### config.mk
export PLATFORM = sky130hd
export DESIGN_NAME = pipe_stage_buf
export DESIGN_NICKNAME = d
export VERILOG_FILES = /design/src/rtl/pipe_pkg.sv /design/src/rtl/sat_counter.sv /design/src/rtl/pipe_stage_buf.sv
export SDC_FILE = /design/constraint.sdc
export NUM_CORES = 1
export LEC_CHECK = 0
export ABC_AREA = 1
export ABC_CLOCK_PERIOD_IN_PS = 1370
export BUFFER_PORTS_ARGS = -buffer_cell sky130_fd_sc_hd__buf_2
export CORE_MARGIN = 8
export CORE_UTILIZATION = 43
export DETAILED_ROUTE_END_ITERATION = 6
export PLACE_DENSITY = 0.84
export SKIP_CTS_REPAIR_TIMING = 1
export SLEW_MARGIN = 0
export SYNTH_ARGS = -nofsm -noshare
export SYNTH_HDL_FRONTEND = slang
export SYNTH_SLANG_ARGS = --single-unit
### constraint.sdc
create_clock -name clk -period 1.37 [get_ports clk]
set_input_delay 0.137 -clock clk [delete_from_list [all_inputs] [get_ports clk]]
set_output_delay 0.137 -clock clk [all_outputs]
set_load 0.01 [all_outputs]
### src/rtl/pipe_pkg.sv
// Shared definitions for the fetch/decode pipeline stage buffer.
// Stage entries are sized for the default 32-bit instruction and PC widths;
// narrower DATA_W / PC_W values are zero-extended into them.
package pipe_pkg;

  localparam int unsigned STAGE_DATA_W = 32;
  localparam int unsigned STAGE_PC_W   = 32;

  // Word presented to decode when the stage holds a bubble.
  localparam logic [STAGE_DATA_W-1:0] NOP_WORD_DEFAULT = 32'h0000_0000;

  typedef struct packed {
    logic                    valid;
    logic [STAGE_DATA_W-1:0] ins;
    logic [STAGE_PC_W-1:0]   pc;
  } stage_t;

  // Bubble entry: invalid and carrying the NOP word. The PC is passed in so
  // the caller can keep the previous next-PC.
  function automatic stage_t make_bubble(input logic [STAGE_DATA_W-1:0] nop,
                                         input logic [STAGE_PC_W-1:0]   pc);
    stage_t e;
    e.valid = 1'b0;
    e.ins   = nop;
    e.pc    = pc;
    return e;
  endfunction

endpackage

### src/rtl/sat_counter.sv
// Saturating up-counter with enable and asynchronous active-low clear.
// Stops at all-ones instead of wrapping.
module sat_counter #(
  parameter int unsigned W = 16
) (
  input  logic         clk,
  input  logic         rst_n,
  input  logic         en,
  output logic [W-1:0] count
);

  logic [W-1:0] count_q;

  // Count enabled events until every bit is set, then hold.
  always_ff @(posedge clk or negedge rst_n) begin
    if (!rst_n) begin
      count_q <= '0;
    end else if (en && (count_q != {W{1'b1}})) begin
      count_q <= count_q + W'(1);
    end
  end

  assign count = count_q;

endmodule

### src/rtl/pipe_stage_buf.sv
// Fetch-to-decode pipeline register with optional one-entry skid buffer and a
// saturating count of bubbles advanced into decode.
// Build option: define PIPE_SKID_EN to add the skid entry; in_ready then
// comes from a register and has no combinational path from stall.
module pipe_stage_buf
  import pipe_pkg::*;
#(
  parameter int unsigned       DATA_W   = 32,
  parameter int unsigned       PC_W     = 32,
  parameter int unsigned       CNT_W    = 16,
  parameter logic [DATA_W-1:0] NOP_WORD = DATA_W'(NOP_WORD_DEFAULT)
) (
  input  logic              clk,
  input  logic              rst_n,
  input  logic [DATA_W-1:0] ins_in,
  input  logic [PC_W-1:0]   pc_in,
  input  logic              in_valid,
  input  logic              hit_in,
  output logic              in_ready,
  input  logic              stall,
  input  logic              flush,
  output logic [DATA_W-1:0] ins_out,
  output logic [PC_W-1:0]   pc_out,
  output logic              out_valid,
  output logic [CNT_W-1:0]  bubble_cnt
);

  localparam logic [STAGE_DATA_W-1:0] NopIns = STAGE_DATA_W'(NOP_WORD);

  stage_t out_q;
  stage_t in_entry;
  logic   accept;
  logic   load_bubble;

  assign in_entry = '{valid: 1'b1,
                      ins:   STAGE_DATA_W'(ins_in),
                      pc:    STAGE_PC_W'(pc_in)};

`ifdef PIPE_SKID_EN

  stage_t skid_q;
  logic   in_ready_q;

  assign in_ready    = in_ready_q;
  assign accept      = in_valid && hit_in && in_ready_q;
  // A bubble advances on flush, or when nothing is waiting and nothing arrives.
  assign load_bubble = flush || (!stall && !skid_q.valid && !accept);

  // Output register: skid entry drains ahead of new input to keep order.
  always_ff @(posedge clk or negedge rst_n) begin
    if (!rst_n) begin
      out_q <= make_bubble(NopIns, '0);
    end else if (flush) begin
      out_q <= make_bubble(NopIns, out_q.pc);
    end else if (!stall) begin
      if (skid_q.valid) begin
        out_q <= skid_q;
      end else if (accept) begin
        out_q <= in_entry;
      end else begin
        out_q <= make_bubble(NopIns, out_q.pc);
      end
    end
  end

  // Skid entry catches a word accepted while decode is stalled; in_ready
  // tracks its emptiness one cycle later so stall never reaches in_ready.
  always_ff @(posedge clk or negedge rst_n) begin
    if (!rst_n) begin
      skid_q     <= '0;
      in_ready_q <= 1'b1;
    end else if (flush) begin
      skid_q.valid <= 1'b0;
      in_ready_q   <= 1'b1;
    end else if (stall) begin
      if (accept) begin
        skid_q     <= in_entry;
        in_ready_q <= 1'b0;
      end
    end else begin
      skid_q.valid <= 1'b0;
      in_ready_q   <= 1'b1;
    end
  end

`else

  assign in_ready    = !stall;
  assign accept      = in_valid && hit_in && !stall;
  assign load_bubble = flush || (!stall && !accept);

  // Output register: flush squashes, stall holds, otherwise input or bubble.
  always_ff @(posedge clk or negedge rst_n) begin
    if (!rst_n) begin
      out_q <= make_bubble(NopIns, '0);
    end else if (flush) begin
      out_q <= make_bubble(NopIns, out_q.pc);
    end else if (!stall) begin
      if (accept) begin
        out_q <= in_entry;
      end else begin
        out_q <= make_bubble(NopIns, out_q.pc);
      end
    end
  end

`endif

  assign ins_out   = DATA_W'(out_q.ins);
  assign pc_out    = PC_W'(out_q.pc);
  assign out_valid = out_q.valid;

  sat_counter #(
    .W (CNT_W)
  ) u_bubble_cnt (
    .clk   (clk),
    .rst_n (rst_n),
    .en    (load_bubble),
    .count (bubble_cnt)
  );

endmodule

### Word level (Yosys, flattened, before mapping)

Cells that the tools add are included.

* register bits: 81
* output and inout bits: 82
* bits of input ports: 70

* bitwise operators: 2
* reductions and logical operators: 8
* equal/unequal tests: 2
* muxes and demuxes: 3
* $add $sub $neg: 1

Operators by type and width (count)
* two-way mux 65 bit: 3
* adder 16 x 1 -> 16 bit, second input constant: 1
* != test 16 bit, second input constant: 1
* logical AND 1 bit: 4
* AND reduction 3 bit: 1
* zero test 1 bit: 2
* != test 2 x 1 -> 1 bit, second input constant: 1
* NOT 1 bit: 2
* logical OR 1 bit: 1

### Depth between registers and ports, before layout

* word-level depth: 6
* depth in mapped cells: 9
* depth with buffers taken out: 9

### Modules after synthesis

Synthesis repeated with hierarchy kept, for this count alone.

* cells, all modules: 436
* area total of the unflattened synthesis: 3946.3 sq um

By module, submodules not included
* pipe_stage_buf: area each 2887.8 sq um, instances 1, cells each 287
* sat_counter: area each 1058.5 sq um, instances 1, cells each 149

### Worst setup path after synthesis

No wires, ideal clock.

* kind: register -> register
* from: reg u_bubble_cnt.count_q[0] (netlist: u_bubble_cnt.count[0])
* to: reg u_bubble_cnt.count_q[11] (netlist: u_bubble_cnt.count[11])
* arrival time: 1331 ps
* required time: 1254 ps
* cell stages (with the launch flop): 10
* setup slack: -77 ps
* cells stage by stage: dfrtp_1 > ha_1 > nand2_1 > nor2_1 > nand2_1 > nor2_2 > nor2_2 > buf_6 > nand2_1 > nand2_1

* longest elaborated chain between the ends: 2
* elaborated cells between the ends (all ways): 3

Ends and longest elaborated chain
* start: declaration: line sat_counter.sv:12 `logic [W-1:0] count_q;`
* start signal: assignment: line sat_counter.sv:19 `count_q <= count_q + W'(1);`
* branches (longest 2 deep; another with adder 16 x 1 -> 16 bit)

Several ways; the timed one is not identified.
A chain may end at the register's enable or synchronous reset.

### Final worst setup path

* from: reg u_bubble_cnt.count_q[0] (netlist: u_bubble_cnt.count[0])
* to: reg u_bubble_cnt.count_q[14] (netlist: u_bubble_cnt.count[14])

Same word-level chain as after synthesis.

==> out/qor.json <==
{
  "outcome": {
    "run_status": "finished with violations",
    "violations": "negative setup slack"
  },
  "floorplan": {
    "row_count": 34,
    "floorplan.initialDensity_pct": 43.4,
    "fp.dieArea_mm2": 0.0118,
    "die_extent_in_y_um": 109,
    "num_io_pins": 152,
    "die-width_um": 109,
    "core_mm2": 0.00851
  },
  "placed_design": {
    "buffer_ports.inserted": 151,
    "global_placement_routability_congestion": 0.864,
    "detailed_place_hpwl_mm": 7.65
  },
  "final_layout": {
    "multiInputGateArea_mm2": 0.00145,
    "ff_latch_area_mm2": 0.00203,
    "filler_instances": 730,
    "layout-drive-gt1-share_pct": 47.1,
    "finish.utilization_pct": 60.0,
    "syn2layout_area_growth_pct": 38.2,
    "antennaDiodeCount": 0,
    "nets": 620
  },
  "detailed_routing": {
    "total_via_count_after_detailed_routing": 3218,
    "drt_first_pass_iters": 4,
    "ant_nets": 0,
    "drt_drc": 0,
    "drt-wirelength-per-cell_um": 15.5,
    "vias_per_cell": 4.86,
    "drt_iter0_markers": 168,
    "finalWirelength_mm": 10.3
  },
  "timing": {
    "slew_viol_final": 0,
    "hold_viol": 0,
    "worst_setup_margin_ns": -0.0481,
    "final_period_minus_worst_setup_slack_ns": 1.42,
    "slew-limit-headroom_pct": 76.7,
    "clock.fmax_ghz": 0.705,
    "fin_skew_ns": 0.00632,
    "tightestPinTransition_ns": 0.349,
    "portion_of_the_clock_cycle_consumed_by_the_worst_path_in_the_final_layout_pct": 104,
    "worst_hold_slack_after_final_layout_ns": 0.0107,
    "grt_setup_unrepaired": "yes",
    "finalSetupViolations": 12
  },
  "setup_path": {
    "timing.reg2reg.setup_slack_ns": -0.05,
    "critPathLaunchType": "flip-flop",
    "worstPathMaxFanout": 6,
    "criticalPathCategory": "reg -> reg",
    "cp-end-kind": "flip-flop",
    "critical_path_required_ns": 1.60,
    "r2r.worst_path.cells": 9,
    "rr_endpoint": "u_bubble_cnt.count[14]$_DFFE_PN0P_",
    "timing.critical_path.arrival_ns": 1.65,
    "timing.rr.start": "u_bubble_cnt.count[0]$_DFFE_PN0P_"
  },
  "pwr": {
    "vdd_ir_drop_max_mv": 0.565,
    "leakage_nw": 2.88,
    "power.density_cell_area_mw_per_mm2": 1240
  },
  "min_path": {
    "min_delay_worst_endpoint": "pc_out[25]$_DFFE_PN0P_",
    "hp-class": "in -> reg",
    "min_delay_path_depth": 2,
    "hp-start": "pc_in[25]"
  },
  "yosys": {
    "post_synth_instance_area_mm2": 0.00369,
    "syn_inst": 368,
    "postSynthAreaPerCell_um2": 10.0,
    "ys.warnings.count": 0,
    "synth.lib_cells_used.distinct": 22,
    "synthesized_net_count": 439,
    "seq_area_frac_synth_pct": 54.9,
    "synth-seq-cells": 81
  },
  "grt": {
    "grt_antenna_before_repair": 1,
    "grtUsageTotal_pct": 16.9,
    "grt_remaining_overflow": 0,
    "wire_length_of_the_first_global_routing_pass_mm": 16.0,
    "grt_pass1_vias": 3304,
    "grt_max_degree": 47
  },
  "job": {
    "max_cap_violations": 0
  },
  "clocking": {
    "cts.reportedPaths.clkPinSlew_ns": 0.10,
    "cts_buffer_depth": 2,
    "cts_sinks": 81,
    "cts-root-buf": "sky130_fd_sc_hd__clkbuf_8",
    "cts_buffers": 9,
    "cts_tree": "done",
    "htree_depth": 3,
    "insertion_delay_ns": 0.34
  }
}
-- sequential cells by signal, summed over array words and instances, names as in the netlist --
signal and cells:
u_bubble_cnt.count 16, out_valid 1, pc_out 32, ins_out 32
-- cells by family (layout without fill, tap and decap cells) --
group,count (synthesis),in the layout,synth area share [%]
buffers and inverters,66,252,8.16
adder cells (fa/ha/maj),1,1,0.339
AO/OA/AOI/OAI,36,36,5.08
flip-flops,81,81,54.9
XOR/XNOR,3,3,0.711
AND/OR/NAND/NOR,149,149,18.4
multiplexers,32,32,12.5
-- synthesized netlist by cell type, drive strengths merged --
master	count	area share [%]
dfrtp	81	55
nand3	44	6.0
buf	6	2.0
nor2	18	2.0
nand3b	3	0.61
xor2	2	0.47
inv	50	5.1
nand2	77	8.2
xnor2	1	0.24
o21ai	36	5.1
mux2	32	12
nand4	7	1.6
ha	1	0.34
clkbuf	9	0.91
clkinv	1	0.14
-- cell usage in the layout (no fill, tap or decap), types with 2 or more instances in the layout --
master                          instances
sky130_fd_sc_hd__buf_2                150
sky130_fd_sc_hd__dfrtp_1               77
sky130_fd_sc_hd__nand2_1               63
sky130_fd_sc_hd__inv_1                 47
sky130_fd_sc_hd__nand3_1               43
sky130_fd_sc_hd__o21ai_0               33
sky130_fd_sc_hd__mux2_4                27
sky130_fd_sc_hd__buf_4                 23
sky130_fd_sc_hd__nand2_2               11
sky130_fd_sc_hd__nor2_1                10
sky130_fd_sc_hd__clkbuf_8              10
sky130_fd_sc_hd__dlygate4sd3_1          7
sky130_fd_sc_hd__nand4_1                6
sky130_fd_sc_hd__nor2_2                 6
sky130_fd_sc_hd__mux2_2                 5
sky130_fd_sc_hd__buf_12                 4
sky130_fd_sc_hd__dfrtp_2                4
sky130_fd_sc_hd__inv_2                  3
sky130_fd_sc_hd__nand3b_1               3
sky130_fd_sc_hd__inv_6                  3
sky130_fd_sc_hd__nor2_4                 2
sky130_fd_sc_hd__nand2_4                2
sky130_fd_sc_hd__o21ai_2                2
sky130_fd_sc_hd__xor2_1                 2
sky130_fd_sc_hd__inv_8                  2
-- critical path, cell delays in order, from the launching register on --
cell and delay [ns]:
sky130_fd_sc_hd__dfrtp_1 0.41, sky130_fd_sc_hd__ha_4 0.16, sky130_fd_sc_hd__nand2_2 0.05, sky130_fd_sc_hd__nor2_2 0.10
sky130_fd_sc_hd__nand2_1 0.09, sky130_fd_sc_hd__nor2_2 0.15, sky130_fd_sc_hd__nor2_4 0.07, sky130_fd_sc_hd__clkbuf_16 0.16
sky130_fd_sc_hd__nand2_2 0.05, sky130_fd_sc_hd__nand2_1 0.06
-- through the flow --
step	std cells	setup TNS [ns]	area (um^2)	total power [mW]	setup WS, ns
5_1_grt	662	-1.22	5110	6.69	-0.101
4_1_cts	650	-0.233	4890	6.24	-0.107
3_5_place_dp	634	-0.122	4700	4.50	-0.0872
6_report	662	-0.247	5110	6.34	-0.0481
3_3_place_gp	634	0	4700	4.45	0.0424
2_1_floorplan	368	-0.349	3700	3.75	-0.0424
-- worst max-delay path by stage --
stage / start / end
after floorplan: u_bubble_cnt.count[0]$_DFFE_PN0P_ / u_bubble_cnt.count[6]$_DFFE_PN0P_
after global placement: u_bubble_cnt.count[1]$_DFFE_PN0P_ / u_bubble_cnt.count[14]$_DFFE_PN0P_
after detailed placement: u_bubble_cnt.count[1]$_DFFE_PN0P_ / u_bubble_cnt.count[14]$_DFFE_PN0P_
after CTS: u_bubble_cnt.count[1]$_DFFE_PN0P_ / u_bubble_cnt.count[14]$_DFFE_PN0P_
after global routing: u_bubble_cnt.count[1]$_DFFE_PN0P_ / u_bubble_cnt.count[14]$_DFFE_PN0P_
final: u_bubble_cnt.count[0]$_DFFE_PN0P_ / u_bubble_cnt.count[14]$_DFFE_PN0P_
-- final cells by class --
class | count | share of cell area [%]
multi-input cells | 221 | 28.4
inverters | 51 | 3.77
flip-flops and latches | 81 | 39.8
repair buffers | 185 | 21.5
clock buffers | 10 | 2.70
clock inverters | 6 | 1.13
well taps | 108 | 2.65
-- where the power goes --
group          switching (mW)  internal, mW  total [mW]
sequential              0.252          2.72        2.97
clock                   0.974         0.757        1.73
combinational           0.783         0.853        1.64
total                    2.01          4.33        6.34
-- routing by layer --
layer  up-vias  global-route usage (%)  wire, um
li1       1547                       -         -
met1      1549                    20.2      4070
met2       108                    28.4      5290
met3        12                    5.38       766
met4         2                    5.57       106
met5         -                       0        16
No activity file was read; power rests on OpenSTA's default activity.
